===== src/rtl/instr_fetch.sv =====
// Instruction fetch stage: next-PC select, imem req/ack, decode queue.
// Optional misaligned-PC fault when FETCH_ALIGN_CHECK_EN is defined.
module instr_fetch #(
  parameter int DEPTH = 4
) (
  input  logic        clk,
  input  logic        resetIF_n,
  input  logic [31:0] pc_in,
  output logic [31:0] next_pc,
  input  logic        redirect,
  input  logic [31:0] redirect_pc,
  output logic        imem_req,
  output logic [31:0] imem_addr,
  input  logic        imem_ack,
  input  logic [31:0] imem_rdata,
  output logic        instr_valid,
  output logic [31:0] instr,
  output logic [31:0] instr_pc,
  input  logic        instr_ready,
  output logic        fetch_fault
);

  localparam int PW = $clog2(DEPTH);
  localparam logic [PW:0] FULL = (PW+1)'(DEPTH);
  localparam logic [PW:0] ONE  = (PW+1)'(1);

  typedef enum logic [1:0] {
    IDLE,
    REQ,
    DISCARD
`ifdef FETCH_ALIGN_CHECK_EN
    , FAULT
`endif
  } state_t;

  state_t state;

  logic [31:0] addr_q [DEPTH];
  logic [31:0] word_q [DEPTH];
  logic [PW-1:0] wr_ptr;
  logic [PW-1:0] rd_ptr;
  logic [PW:0]   count;
  logic [PW:0]   cnt_after;
  logic          push;
  logic          pop;

  assign instr_valid = count != '0;
  assign pop = instr_valid && instr_ready;
  assign push = (state == REQ) && imem_ack && !redirect;
  assign cnt_after = count + ONE - (pop ? ONE : '0);

  assign instr    = instr_valid ? word_q[rd_ptr] : '0;
  assign instr_pc = instr_valid ? addr_q[rd_ptr] : '0;

  always_comb begin
    next_pc = pc_in;
    if (redirect)
      next_pc = redirect_pc;
    else if (state == REQ && imem_ack)
      next_pc = imem_addr + 32'd4;
  end

  // Storage needs no reset: the head is gated by instr_valid.
  always_ff @(posedge clk) begin
    if (push) begin
      addr_q[wr_ptr] <= imem_addr;
      word_q[wr_ptr] <= imem_rdata;
    end
  end

  always_ff @(posedge clk or negedge resetIF_n) begin
    if (!resetIF_n) begin
      wr_ptr <= '0;
      rd_ptr <= '0;
      count  <= '0;
    end else if (redirect) begin
      wr_ptr <= '0;
      rd_ptr <= '0;
      count  <= '0;
    end else begin
      if (push)
        wr_ptr <= wr_ptr + 1'b1;
      if (pop)
        rd_ptr <= rd_ptr + 1'b1;
      if (push && !pop)
        count <= count + ONE;
      else if (!push && pop)
        count <= count - ONE;
    end
  end

  always_ff @(posedge clk or negedge resetIF_n) begin
    if (!resetIF_n) begin
      state       <= IDLE;
      imem_req    <= 1'b0;
      imem_addr   <= '0;
      fetch_fault <= 1'b0;
    end else begin
      case (state)
        IDLE: begin
          if (!redirect && count < FULL) begin
`ifdef FETCH_ALIGN_CHECK_EN
            if (pc_in[1:0] != 2'b00) begin
              fetch_fault <= 1'b1;
              state       <= FAULT;
            end else begin
              imem_req  <= 1'b1;
              imem_addr <= pc_in;
              state     <= REQ;
            end
`else
            imem_req  <= 1'b1;
            imem_addr <= {pc_in[31:2], 2'b00};
            state     <= REQ;
`endif
          end
        end
        REQ: begin
          if (imem_ack) begin
            if (!redirect && cnt_after < FULL) begin
              imem_addr <= imem_addr + 32'd4;
            end else begin
              imem_req <= 1'b0;
              state    <= IDLE;
            end
          end else if (redirect) begin
            state <= DISCARD;
          end
        end
        DISCARD: begin
          if (imem_ack) begin
            imem_req <= 1'b0;
            state    <= IDLE;
          end
        end
`ifdef FETCH_ALIGN_CHECK_EN
        FAULT: begin
          if (redirect) begin
            fetch_fault <= 1'b0;
            state       <= IDLE;
          end
        end
`endif
        default: begin
          imem_req <= 1'b0;
          state    <= IDLE;
        end
      endcase
    end
  end

endmodule


===== config.mk =====
export PLATFORM = sky130hd
export DESIGN_NAME = instr_fetch
export DESIGN_NICKNAME = d
export VERILOG_FILES = /design/src/rtl/instr_fetch.sv
export SDC_FILE = /design/constraint.sdc
export NUM_CORES = 1
export LEC_CHECK = 0
export CORE_ASPECT_RATIO = 0.9
export CORE_MARGIN = 3
export CORE_UTILIZATION = 50
export DETAILED_ROUTE_END_ITERATION = 10
export GPL_TIMING_DRIVEN = 0
export MAX_ROUTING_LAYER = met4
export PLACE_DENSITY = 0.76
export SYNTH_ARGS = -nofsm -noshare
export SYNTH_HDL_FRONTEND = slang
export SYNTH_SLANG_ARGS = --single-unit

===== constraint.sdc =====
create_clock -name clk -period 6.8 [get_ports clk]
set_input_delay 1.02 -clock clk [delete_from_list [all_inputs] [get_ports clk]]
set_output_delay 1.02 -clock clk [all_outputs]
set_load 0.02 [all_outputs]

==> impl_metrics.toml, run 1 <==
[pwr]
total_power_mw = 6.67
power_density_nw_per_um2 = 396
ir_drop_v = 0.000207
leakagePower_nw = 5.60

[logic_synthesis]
synth_area_sq_um = 13000
synth-seq-cells = 288
seq_area_frac_synth_pct = 65.1
synth_cell_types = 62
synth_edf_count = 248
yosysWarnings = 1
synth_flop_cell = "edfxtp_1"
syn_inst = 878
syn_avg_cell_area_sq_um = 14.8
async_flop_share_pct = 13.9

[die]
io_pins = 232
initial_core_util_pct = 51.2
core_sq_um = 25300
dieArea_sq_um = 27900
die_w_microns = 176
num_rows = 55
die_h_microns = 159

[timing]
final.setup_skew_ns = 0.0255
setup-tns-final_ns = 0
rsz0062_at_grt = "false"
worst_slew_pin_slew_ns = 0.818
hold_ws_ns = 0.386
drv_slew = 0
hold_viol_final = 0
max_freq_mhz = 210
period_share_pct = 70.1
setup_violations = 0
min_period_ns = 4.76
fin_ws_ns = 2.04
slew_headroom_pct = 44.7

[cts]
cts_tree = "yes"
postCtsSetupBuffers = 0
clk_pin_slew_worst_paths_ns = 0.06
root_buffer = "clkbuf_16"
cts_buffers = 29
clock_latency_ns = 0.55
postCtsHoldBufs = 0
htree_levels = 1
clock_path_buffers = 3
cts_sinks = 288
cts.repair.resized = 0

[critical_path]
crit_arrival_ns = 3.74
critical_path_class = "in2out"
worstPathMaxFanout = 10
max_stage_delay_ns = 0.72
start_kind = "primary input"
critPathTopFamily = "buffers and inverters"
cpMaxStageDelayCell = "clkdlybuf4s50_1"
cp_num_buf_inv = 4
setup.worst_path.end_class = "output pin"
cp_data_required_time_ns = 5.78
worstPathCellList = "clkdlybuf4s50_1 -> clkbuf_1 -> clkbuf_1 -> nor3b_1 -> a21oi_1 -> o21ai_0 -> clkdlybuf4s50_1"

[grt]
gr-total-overflow = 0
grtUsageTotal_pct = 24.3
antenna_found_initial = 2
grt_pass1_vias = 8834
grt_max_degree = 54
grt_pass1_wl_microns = 51000

[cells_and_area]
final_cell_mix = "edfxtp_1 (248), clkdlybuf4s50_1 (224), mux4_2 (62), and2_1 (62), nand2_1 (59)"
synthToLayoutAreaGrowth_pct = 29.8
fin_util_pct = 66.5
postLayoutCellArea_sq_um = 16800
fin_nets = 1252
final_common_cell = "edfxtp_1"
n_fill_cell = 1886
drive_above_1_share_pct = 13.0
instances_no_fill = 1510

[routing]
drtIter0Drc = 892
drtAntennaViolNets = 0
drc = 0
routedWlPerCell_microns = 22.0
dr_total_vias = 8640
first_pass_iters = 5
vias_per_cell = 5.72
routed_wl_microns = 33200

[placed_design]
port_buffers = 225
dp_cells = 1454
place_area_sq_um = 15800
dp_hpwl_microns = 22600
place_ws_ns = 2.09
gp_congestion = 0.988

[min_path]
hold_class = "in2async"

[run_status]
status = "complete, no violations"

[job]
max-cap-violations = 0
## layout make-up
class,instances,area (sq um),share of cell area (%)
inverter,9,33.8,0.201
clock buffer,31,733,4.35
buffer,70,314,1.86
antenna,2,5.00,0.0297
timing repair buffer,230,2370,14.1
multi-input combinational,515,4210,25.0
clock inverter,23,309,1.83
tap,342,428,2.54
sequential,288,8450,50.1
## power by group
group | switching [mW] | internal (mW)
Combinational | 1.36 | 1.16
Sequential | 0.277 | 2.17
Clock | 0.658 | 1.05
## final timing paths
check / to / from / depth (start not counted) / slack [ns]
max: next_pc[19] / redirect / 7 / 2.04
min: imem_req / resetIF_n / 1 / 0.39
max reg2reg: imem_addr[30] / state[1] / 7 / 4.12
min reg2reg: addr_q[1][7] / imem_addr[7] / 0 / 0.58
max in group asynchronous: imem_addr[18] / resetIF_n / 2 / 5.92
min in group clk: addr_q[1][7] / imem_addr[7] / 0 / 0.58
## synth_stat cells (2+ instances only)
master     number  area (sq um)
a21oi_1        54           270
a2bb2oi_1       2          17.5
a31oi_1         8          50.1
and2_1         66           413
and3_1          3          18.8
and4_1          5          43.8
buf_2          13          65.1
buf_4           7          52.6
clkbuf_1       48           180
dfrtp_1        40          1000
edfxtp_1      248          7450
ha_1            8           100
inv_1           8          30.0
mux2i_1        12           120
mux4_2         62          1400
nand2_1        59           221
nand2b_1        3          18.8
nand3_1        16          80.1
nand3b_1        2          15.0
nand4_1         9          56.3
nand4b_1        2          17.5
nor2_1         36           135
nor2b_1         2          12.5
nor3_1          9          45.0
nor3b_1        16           120
nor4_1          4          25.0
o211ai_1        2          15.0
o21a_1          6          45.0
o21ai_0        36           180
o21ai_1         2          10.0
o22a_1          9          78.8
o22ai_1        12          75.1
o2bb2a_1        5          50.1
o31ai_1         4          30.0
or3_4           2          22.5
xnor2_1        19           166
xor2_1         14           123
## metal layers
layer	part of all wire [%]	up-vias	global-route usage (%)
met5	0	-	-
met4	2.3	0	6.08
met3	8.1	62	4.83
met2	47	399	37.6
met1	42	4269	33.8
li1	-	3910	-
## sequential cells by signal, summed over array words and instances, names as in the netlist
| register | flops |
|---|---|
| rd_ptr | 2 |
| count | 3 |
| state | 2 |
| wr_ptr | 2 |
| addr_q | 120 |
| imem_addr | 30 |
| word_q | 128 |
| imem_req | 1 |
## kinds of logic after synthesis
group	share of synthesized area [%]
DFF	65.1
and+or+nand+nor	10.3
AOI/OAI and AO/OA	7.13
buffers and inverters	2.68
muxes	11.7
xor gates and xnor gates	2.23
adders and majority gates	0.848
other	0.0289
Note: power is estimated with default switching activity, not from simulation.
==> run 2: changes to the inputs <==
==> constraint.sdc (replaced) <==
create_clock -name clk -period 4.95 [get_ports clk]
set_input_delay 0.7425 -clock clk [delete_from_list [all_inputs] [get_ports clk]]
set_output_delay 0.7425 -clock clk [all_outputs]
set_load 0.02 [all_outputs]
==> results of run 2 <==
Same layout as run 1 (identical final DEF). Status: complete, no violations.
Among the figures that moved: setup slack after placement 2.09 ns -> 0.795 ns; setup slack after layout 2.04 ns -> 0.507 ns; hold slack 0.386 ns -> 0.109 ns; start point of the critical path redirect -> imem_addr[2]; end point of the critical path next_pc[19] -> next_pc[26]; register-to-register setup slack 4.12 ns -> 2.27 ns; total power 6.67 mW -> 9.16 mW; worst IR drop on VDD 0.000207 V -> 0.000284 V
